[config.mk]
export PLATFORM = sky130hd
export DESIGN_NAME = serial_addsub
export DESIGN_NICKNAME = d
export VERILOG_FILES = /design/src/rtl/addsub_pkg.sv /design/src/rtl/digit_adder.sv /design/src/rtl/serial_addsub.sv
export SDC_FILE = /design/constraint.sdc
export NUM_CORES = 1
export LEC_CHECK = 0
export CAP_MARGIN = 15
export CORE_ASPECT_RATIO = 1.25
export CORE_UTILIZATION = 53
export CTS_CLUSTER_DIAMETER = 50
export CTS_CLUSTER_SIZE = 12
export DETAILED_ROUTE_END_ITERATION = 10
export HOLD_SLACK_MARGIN = 0.05
export PLACE_DENSITY = 0.8
export SYNTH_ARGS = -nofsm -noshare
export SYNTH_HDL_FRONTEND = slang
export SYNTH_HIERARCHICAL = 1
export SYNTH_SLANG_ARGS = --single-unit
[constraint.sdc]
create_clock -name clk -period 2.9 [get_ports clk]
set_clock_uncertainty 0.05 [all_clocks]
set_input_delay 0.58 -clock clk [delete_from_list [all_inputs] [get_ports clk]]
set_output_delay 0.58 -clock clk [all_outputs]
set_load 0.1 [all_outputs]
[src/rtl/addsub_pkg.sv]
// rtl/addsub_pkg.sv - shared types and encodings for the serial add/sub unit
//
// Purpose: mode and FSM state encodings used by serial_addsub and its bench.
// Ports: none (package).
package addsub_pkg;

  // Operation mode encodings as presented on the mode input.
  localparam logic [1:0] MODE_ADD  = 2'b00;
  localparam logic [1:0] MODE_SUB  = 2'b01;
  localparam logic [1:0] MODE_CMP  = 2'b10;
  localparam logic [1:0] MODE_RSUB = 2'b11;

  // FSM state encodings; the state register is a plain logic [1:0].
  localparam logic [1:0] S_IDLE = 2'd0;
  localparam logic [1:0] S_BUSY = 2'd1;
  localparam logic [1:0] S_DONE = 2'd2;

  typedef enum logic [1:0] {
    ADD  = MODE_ADD,
    SUB  = MODE_SUB,
    CMP  = MODE_CMP,
    RSUB = MODE_RSUB
  } mode_t;

  typedef enum logic [1:0] {
    IDLE = S_IDLE,
    BUSY = S_BUSY,
    DONE = S_DONE
  } state_t;

endpackage

[src/rtl/digit_adder.sv]
// rtl/digit_adder.sv - combinational DIGIT-bit ripple-carry slice
//
// Purpose: adds one DIGIT-bit slice of the prepared operands plus a carry.
// Ports:
//   x, y   in  DIGIT  operand slices
//   ci     in  1      carry into bit 0
//   sum    out DIGIT  slice sum
//   co     out 1      carry out of the top bit
//   c_msb  out 1      carry into the top bit (for signed overflow)
module digit_adder #(
  parameter int DIGIT = 4
) (
  input  logic [DIGIT-1:0] x,
  input  logic [DIGIT-1:0] y,
  input  logic             ci,
  output logic [DIGIT-1:0] sum,
  output logic             co,
  output logic             c_msb
);

  logic [DIGIT:0] c;

  always_comb begin
    c    = '0;
    sum  = '0;
    c[0] = ci;
    for (int i = 0; i < DIGIT; i++) begin
      sum[i]   = x[i] ^ y[i] ^ c[i];
      c[i+1]   = (x[i] & y[i]) | (c[i] & (x[i] ^ y[i]));
    end
  end

  assign co    = c[DIGIT];
  assign c_msb = c[DIGIT-1];

endmodule

[src/rtl/serial_addsub.sv]
// rtl/serial_addsub.sv - digit-serial add/subtract/compare unit with handshakes
//
// Purpose: computes add/sub/cmp/rsub one DIGIT-bit slice per clock, LSB first,
// reusing a single digit_adder; latency WIDTH/DIGIT cycles from accept.
// Ports:
//   clk, rst_n            clock, asynchronous active-low reset
//   in_valid / in_ready   operand handshake (in_ready high only when idle)
//   a, b, mode, cin       operands, operation select, carry/borrow-in
//   out_valid / out_ready result handshake
//   result                sum/difference (zero in cmp mode)
//   cout, zero, leq, ovf  carry/not-borrow, zero, less-or-equal, signed overflow
module serial_addsub
  import addsub_pkg::*;
#(
  parameter int WIDTH = 16,
  parameter int DIGIT = 4
) (
  input  logic             clk,
  input  logic             rst_n,
  input  logic             in_valid,
  output logic             in_ready,
  input  logic [WIDTH-1:0] a,
  input  logic [WIDTH-1:0] b,
  input  logic [1:0]       mode,
  input  logic             cin,
  output logic             out_valid,
  input  logic             out_ready,
  output logic [WIDTH-1:0] result,
  output logic             cout,
  output logic             zero,
  output logic             leq,
  output logic             ovf
);

  localparam int N  = WIDTH / DIGIT;
  localparam int CW = (N > 1) ? $clog2(N) : 1;

  logic [1:0]       state_q;
  mode_t            mode_q;
  logic [WIDTH-1:0] x_q;
  logic [WIDTH-1:0] y_q;
  logic [WIDTH-1:0] acc_q;
  logic             carry_q;
  logic             zacc_q;
  logic [CW-1:0]    cnt_q;

  logic [DIGIT-1:0] sum;
  logic             co;
  logic             c_msb;
  logic             last;
  logic [WIDTH-1:0] sum_ext;
  logic [WIDTH-1:0] acc_next;
  logic             zero_next;

  digit_adder #(.DIGIT(DIGIT)) u_slice (
    .x     (x_q[DIGIT-1:0]),
    .y     (y_q[DIGIT-1:0]),
    .ci    (carry_q),
    .sum   (sum),
    .co    (co),
    .c_msb (c_msb)
  );

  assign in_ready  = (state_q == S_IDLE);
  assign out_valid = (state_q == S_DONE);
  assign last      = (cnt_q == CW'(N - 1));

  // Result assembles MSB-side: each new slice enters at the top and the
  // register shifts right, so after N slices slice 0 sits at bit 0.
  assign sum_ext   = WIDTH'(sum);
  assign acc_next  = (acc_q >> DIGIT) | (sum_ext << (WIDTH - DIGIT));
  assign zero_next = zacc_q & (sum == '0);

  always_ff @(posedge clk or negedge rst_n) begin
    if (!rst_n) begin
      state_q <= S_IDLE;
      mode_q  <= ADD;
      x_q     <= '0;
      y_q     <= '0;
      acc_q   <= '0;
      carry_q <= 1'b0;
      zacc_q  <= 1'b0;
      cnt_q   <= '0;
      result  <= '0;
      cout    <= 1'b0;
      zero    <= 1'b0;
      leq     <= 1'b0;
      ovf     <= 1'b0;
    end else begin
      case (state_q)
        S_IDLE: begin
          if (in_valid) begin
            mode_q <= mode_t'(mode);
            cnt_q  <= '0;
            zacc_q <= 1'b1;
            acc_q  <= '0;
            // Subtraction is X + ~Y + c0; cmp always uses a clean borrow-in.
            case (mode)
              MODE_ADD: begin
                x_q <= a; y_q <= b; carry_q <= cin;
              end
              MODE_SUB: begin
                x_q <= a; y_q <= ~b; carry_q <= ~cin;
              end
              MODE_CMP: begin
                x_q <= a; y_q <= ~b; carry_q <= 1'b1;
              end
              default: begin
                x_q <= b; y_q <= ~a; carry_q <= ~cin;
              end
            endcase
            state_q <= S_BUSY;
          end
        end
        S_BUSY: begin
          x_q     <= x_q >> DIGIT;
          y_q     <= y_q >> DIGIT;
          carry_q <= co;
          acc_q   <= acc_next;
          zacc_q  <= zero_next;
          cnt_q   <= cnt_q + CW'(1);
          if (last) begin
            // Flags are published only here so they stay frozen through DONE.
            result  <= (mode_q == CMP) ? '0 : acc_next;
            cout    <= co;
            zero    <= zero_next;
            ovf     <= c_msb ^ co;
            leq     <= (mode_q != ADD) & (~co | zero_next);
            state_q <= S_DONE;
          end
        end
        S_DONE: begin
          if (out_ready) state_q <= S_IDLE;
        end
        default: state_q <= S_IDLE;
      endcase
    end
  end

endmodule

== Word-level counts from Yosys, hierarchy flattened ==
Cells that the tools add are included.

* Order comparisons: 0
* $add $sub $neg: 1
* Reductions and logical operators: 11
* Mux-type cells: 20
* Multipliers: 0
* Eq/ne operators: 9
* Bitwise operators: 29
* Shift operators: 0
* Div/mod/pow operators: 0

{| class="wikitable"
|+ Operator list
! operator !! number
|-
| case mux 16 bit (2 select lines) || 4
|-
| 2-to-1 mux 16 bit || 5
|-
| NOT 16 bit || 2
|-
| OR 12 x 16 -> 16 bit || 1
|-
| bitwise AND 1 bit || 10
|-
| bitwise XOR 1 bit || 9
|-
| == test 2 bit (second input constant) || 4
|-
| 2-to-1 mux 2 bit || 4
|-
| case mux 1 bit (2 select lines) || 3
|-
| case mux 2 bit (3 select lines) || 1
|-
| AND reduction 2 bit || 3
|-
| OR 1 bit || 5
|-
| == test 2 x 1 -> 1 bit (second input constant) || 2
|-
| zero test 2 bit || 2
|-
| zero test 4 bit || 1
|-
| != test 2 bit (second input constant) || 2
|-
| case mux 2 bit (2 select lines) || 1
|-
| nonzero test 2 bit || 2
|-
| AND reduction 3 bit || 1
|-
| OR reduction 3 bit || 1
|-
| adder 2 x 1 -> 2 bit (second input constant) || 1
|-
| 2-to-1 mux 1 bit || 2
|-
| != test 2 x 1 -> 1 bit (second input constant) || 1
|-
| NOT 1 bit || 2
|-
| OR reduction 2 bit || 1
|}

* Latch bits: 0
* Input port bits: 39
* Bits in writable memories: 0
* Logic and storage cells: 83
* ROM bits: 0
* Memories: 0
* Output and inout port bits: 22
* Flip-flop bits (word level): 76

== Logic depth before layout (Yosys ltp) ==
* Depth in word-level cells: 12
* Depth in mapped cells: 9
* Gate-level depth less buffers: 9

== Modules after synthesis ==
Netlist, hierarchy kept.

{| class="wikitable"
|+ Modules (own cells, without submodules)
! module !! cells each !! area each (um2) !! sequential area each (um2) !! times used
|-
| serial_addsub || 335 || 3524.6 || 1801.7 || 1
|-
| digit_adder || 12 || 110.1 || 0.0 || 1
|}

== Least setup slack after synthesis ==
OpenSTA, ideal clock, no wires.

* Path type: flip-flop to output port
* Start: register state_q[1]
* End: output port in_ready
* Path slack: 337 ps
* Buffers on the path: 2
* Required time: 2270 ps
* Data arrival time: 1933 ps
* Cell stages (with the launch flop): 4
* Cell sequence: dfrtp_1 > buf_6 > clkbuf_1 > nor2_1

* Word-level cells in the longest chain between the ends: 1

{| class="wikitable"
|+ Ends and longest elaborated chain
! what !! line !! text
|-
| start, declared || serial_addsub.sv:38 || <nowiki>logic [1:0] state_q;</nowiki>
|-
| start signal, assigned || serial_addsub.sv:76 || <nowiki>state_q <= S_IDLE;</nowiki>
|-
| start signal, assigned || serial_addsub.sv:112 || <nowiki>state_q <= S_BUSY;</nowiki>
|-
| start signal, assigned || serial_addsub.sv:129 || <nowiki>state_q <= S_DONE;</nowiki>
|-
| zero test 2 bit || serial_addsub.sv:64 || <nowiki>assign in_ready = (state_q == S_IDLE);</nowiki>
|-
| end, declared || serial_addsub.sv:21 || <nowiki>output logic in_ready,</nowiki>
|}

No other way between the ends.

== Final worst setup path ==
* Start: register x_q[0]
* End: register leq

* Word-level cells in the longest chain between the ends: 12
* Elaborated cells on any way between the ends: 19
* Classes of those cells: 18 x bitwise; 1 x reduce/logical

{| class="wikitable"
|+ Ends and longest elaborated chain
! what !! line !! text
|-
| start, declared || serial_addsub.sv:40 || <nowiki>logic [WIDTH-1:0] x_q;</nowiki>
|-
| start signal, assigned || serial_addsub.sv:116 || <nowiki>x_q <= x_q >> DIGIT;</nowiki>
|-
| bitwise XOR 1 bit || digit_adder.sv:29 || <nowiki>c[i+1] = (x[i] & y[i]) | (c[i] & (x[i] ^ y[i]));</nowiki>
|-
| bitwise AND 1 bit || digit_adder.sv:29 ||
|-
| OR 1 bit (*) || digit_adder.sv:29 ||
|-
| bitwise AND 1 bit (*) || digit_adder.sv:29 ||
|-
| OR 1 bit (*) || digit_adder.sv:29 ||
|-
| bitwise AND 1 bit (*) || digit_adder.sv:29 ||
|-
| OR 1 bit (*) || digit_adder.sv:29 ||
|-
| via c_msb || serial_addsub.sv:49 || <nowiki>logic c_msb;</nowiki>
|-
| bitwise XOR 1 bit or bitwise AND 1 bit (tied branches) || digit_adder.sv:28, digit_adder.sv:29 ||
|-
| zero test 4 bit or OR 1 bit (tied branches) || serial_addsub.sv:72, digit_adder.sv:29 ||
|-
| bitwise AND 1 bit or NOT 1 bit (tied branches) || serial_addsub.sv:72, serial_addsub.sv:128 ||
|-
| OR 1 bit (*) || serial_addsub.sv:128 || <nowiki>leq <= (mode_q != ADD) & (~co | zero_next);</nowiki>
|-
| bitwise AND 1 bit (*) || serial_addsub.sv:128 ||
|-
| end signal, assigned || serial_addsub.sv:128 ||
|-
| end, declared || serial_addsub.sv:31 || <nowiki>output logic leq,</nowiki>
|}

The timed path passes the listed nets; every way through them passes the cells marked *.
A chain may end at the register's enable or synchronous reset.

==> metrics <==
Most used DFF post-synth dfrtp_1; #FFs+latches synth 72; Final Util 67.50%; crit path capture leq; Syn Area/Cell 10.47 µm²; Metal-1 WL 3520 µm; vias in the first global route 2713; power after layout 5313 µW; Leak Pwr 0.002014 µW; GRT Total Usage 25.05%; Max Cap Viol 0; clk slew on worst S/H paths 0.07 ns; global route overflow 0; die width 76.07 µm; CP required 3.11 ns; CTS Root Cell clkbuf_8; Top Ports 61; most frequent CP cell fa_1; drt via density 5.753; end of the worst register-to-register path leq; crit path cell chain fa_1, inv_1, fa_1, fa_1, inv_1, fa_1, nor4_2, a21boi_0, o31ai_1; row count 33; area delta synth->final 22.69%; Syn Inst Count 347; die area 0.007195 mm²; R2R cell count 9; die height 94.59 µm; Crit Path Category flop to flop; final hold violation count 0; Antenna diodes 0; final max-slew violation count 0; Crit. End Element flop; DR top layer met4; clk buf depth 2; Final Setup Violations 0; first-pass GRT wire length 13640 µm; critical register-to-register path startpoint x_q[0]; post-synthesis simple-gate area fraction 12.56%; most frequent cells in the layout dfrtp_1 (72), nand2_1 (65), o21ai_0 (41), clkdlybuf4s50_1 (37), buf_4 (33); unrepaired setup endpoints after global routing false; Warnings, synthesis 6; DRT Wirelength 8340 µm; top cell type by total area after synthesis dfrtp_1; Residual DRC 0; pwr dens 1191 mW/mm²; Synth Net Count 395; share of cells above drive strength 1 19.90%; Rel. slew slack 44.98%; fraction of the mapped netlist area in adder cells 3.924%; Worst VDD drop 0.6644 mV; Clk Latency, worst-skew pair 0.35 ns; post-route ant nets 0; fin crit share 93.19%; Port Buffer Count 60; number of flops mapped to enable cells by yosys 0; mux cell area share after synthesis 9.948%; DPL Wire Length 5892 µm; Layout Nets 450; top achievable clock speed 370.0 MHz; Largest stage delay, worst path 0.48 ns; Worst Max-Slew Pin Slew 0.8253 ns; startpoint types flop; setup TNS 0 ns; Async SR Flop Fraction 100.0%; final estimated routing congestion in global placement 0.7942; largest net degree at the start of global routing 38; largest family of logic cells by synthesized area compound AO/OA/AOI/OAI gates; Synth top area share 49.57%; 1st-iter DRT viols 194; number of distinct library cells after synthesis 34; 1st-pass router iterations 4; H-Tree Depth 3; wire length on met3 506 µm; Detail Route met2 WL 4108 µm; CTS tree built; antenna violations before repair 0; critical path's slowest cell fa_1; Period minus WS final 2.703 ns; CORE AREA 0.006606 mm²; CP max FO 3; Inserted Clock Buffers 9; Synth area leaders dfrtp_1 (50%), nand2_1 (6.7%), o21ai_0 (5.6%); CP arrival 2.91 ns; Sink Count 72; Hold Crit Class input pin to asynchronous set/reset pin; part of the Yosys area used for sequential elements 49.57%; Initial Util 55.02%; most common cell after layout, fill and taps aside dfrtp_1; status finished, final reports clean; total number of vias 2842; compound-cell area share of the yosys netlist 17.97%; Netlist Area Pre-Place 0.003635 mm²; reg-to-reg slack, setup 0.20 ns; hold slack 0.2772 ns; Worst Setup SP x_q[0]; Post-Synth XOR/XNOR Area 0.4819%; drt wl/cell 16.88 µm; setup bufs post-CTS 0
[cell type report]
type	instances	area, µm²
Clock buffer	13	148.9
Clock inverter	3	65.06
Fill cell	552	2147
Inverter	13	48.80
Multi-Input combinational cell	234	1643
Sequential cell	72	1802
Tap cell	87	108.9
Timing Repair Buffer	72	643.1
[what timing repair did]
item	in CTS	in global routing
setup endpoints to repair	0	1
resized for setup	0	1
hold buffers	0	0
[flip-flops by register name, indices dropped and copies added (netlist names)]
signal   flops
acc_q       12
carry_q      1
ovf          1
cnt_q        2
zacc_q       1
result      16
cout         1
state_q      2
leq          1
x_q         16
zero         1
mode_q       2
y_q         16
[where the power goes]
part / internal, µW / switching [µW]
sequential: 1430 / 331
clock: 508 / 359
combinational: 814 / 1870
total: 2750 / 2560
[cells by family (layout without fill, tap and decap cells)]
family,after synthesis,in the layout
AND/OR/NAND/NOR,96,96
multiplexers,34,34
AO/OA/AOI/OAI,93,93
adder cells (fa/ha/maj),9,9
buffers and inverters,41,101
flip-flops,72,72
XOR/XNOR,2,2
[worst min-delay path by stage]
stage	slack (ns)	startpoint	cells past startpoint	end
after CTS	0.29	rst_n	1	result[5]
after global routing	0.33	rst_n	1	result[5]
after floorplan	0.23	rst_n	0	acc_q[10]
after global placement	0.42	x_q[11]	2	x_q[11]
final	0.28	rst_n	1	result[5]
after detailed placement	0.42	x_q[11]	2	x_q[11]
[synth_stat cells, types with 2 or more instances]
library cell  number
a22o_1            16
nand2b_1           2
o21ai_2            2
o221ai_1           8
a22oi_1           13
ha_1               5
clkbuf_1          12
mux2i_1           17
buf_6              4
nand2_1           65
mux2_2            17
fa_1               4
nand3_2            6
xnor2_1            2
a221o_1            4
o21ai_0           41
clkbuf_2           2
nand3_1           15
o2bb2ai_1          4
inv_1             13
nor2_1             3
dfrtp_1           72
buf_2              9
[routing by layer]
metal	GRT usage, %	vias up
li1	-	1347
met1	32.17	1366
met2	40.98	111
met3	5.217	18
met4	11.86	0
met5	0	-
[stage by stage]
stage / setup slack [ns] / instance area, µm² / instances
final: 0.1974 / 4459 / 494
after global placement: 0.2503 / 4239 / 478
after CTS: 0.1645 / 4453 / 494
after floorplan: 0.3366 / 3635 / 347
after global routing: 0.02872 / 4459 / 494
after detailed placement: 0.1621 / 4239 / 478
[critical path, delay by kind of cell (launching register included)]
family | cells | cell delay (ns)
AO/OA/AOI/OAI | 2 | 0.35
flip-flops | 1 | 0.40
AND/OR/NAND/NOR | 1 | 0.20
adder cells (fa/ha/maj) | 4 | 1.43
buffers and inverters | 2 | 0.16
(Power assumes the default switching activity.)
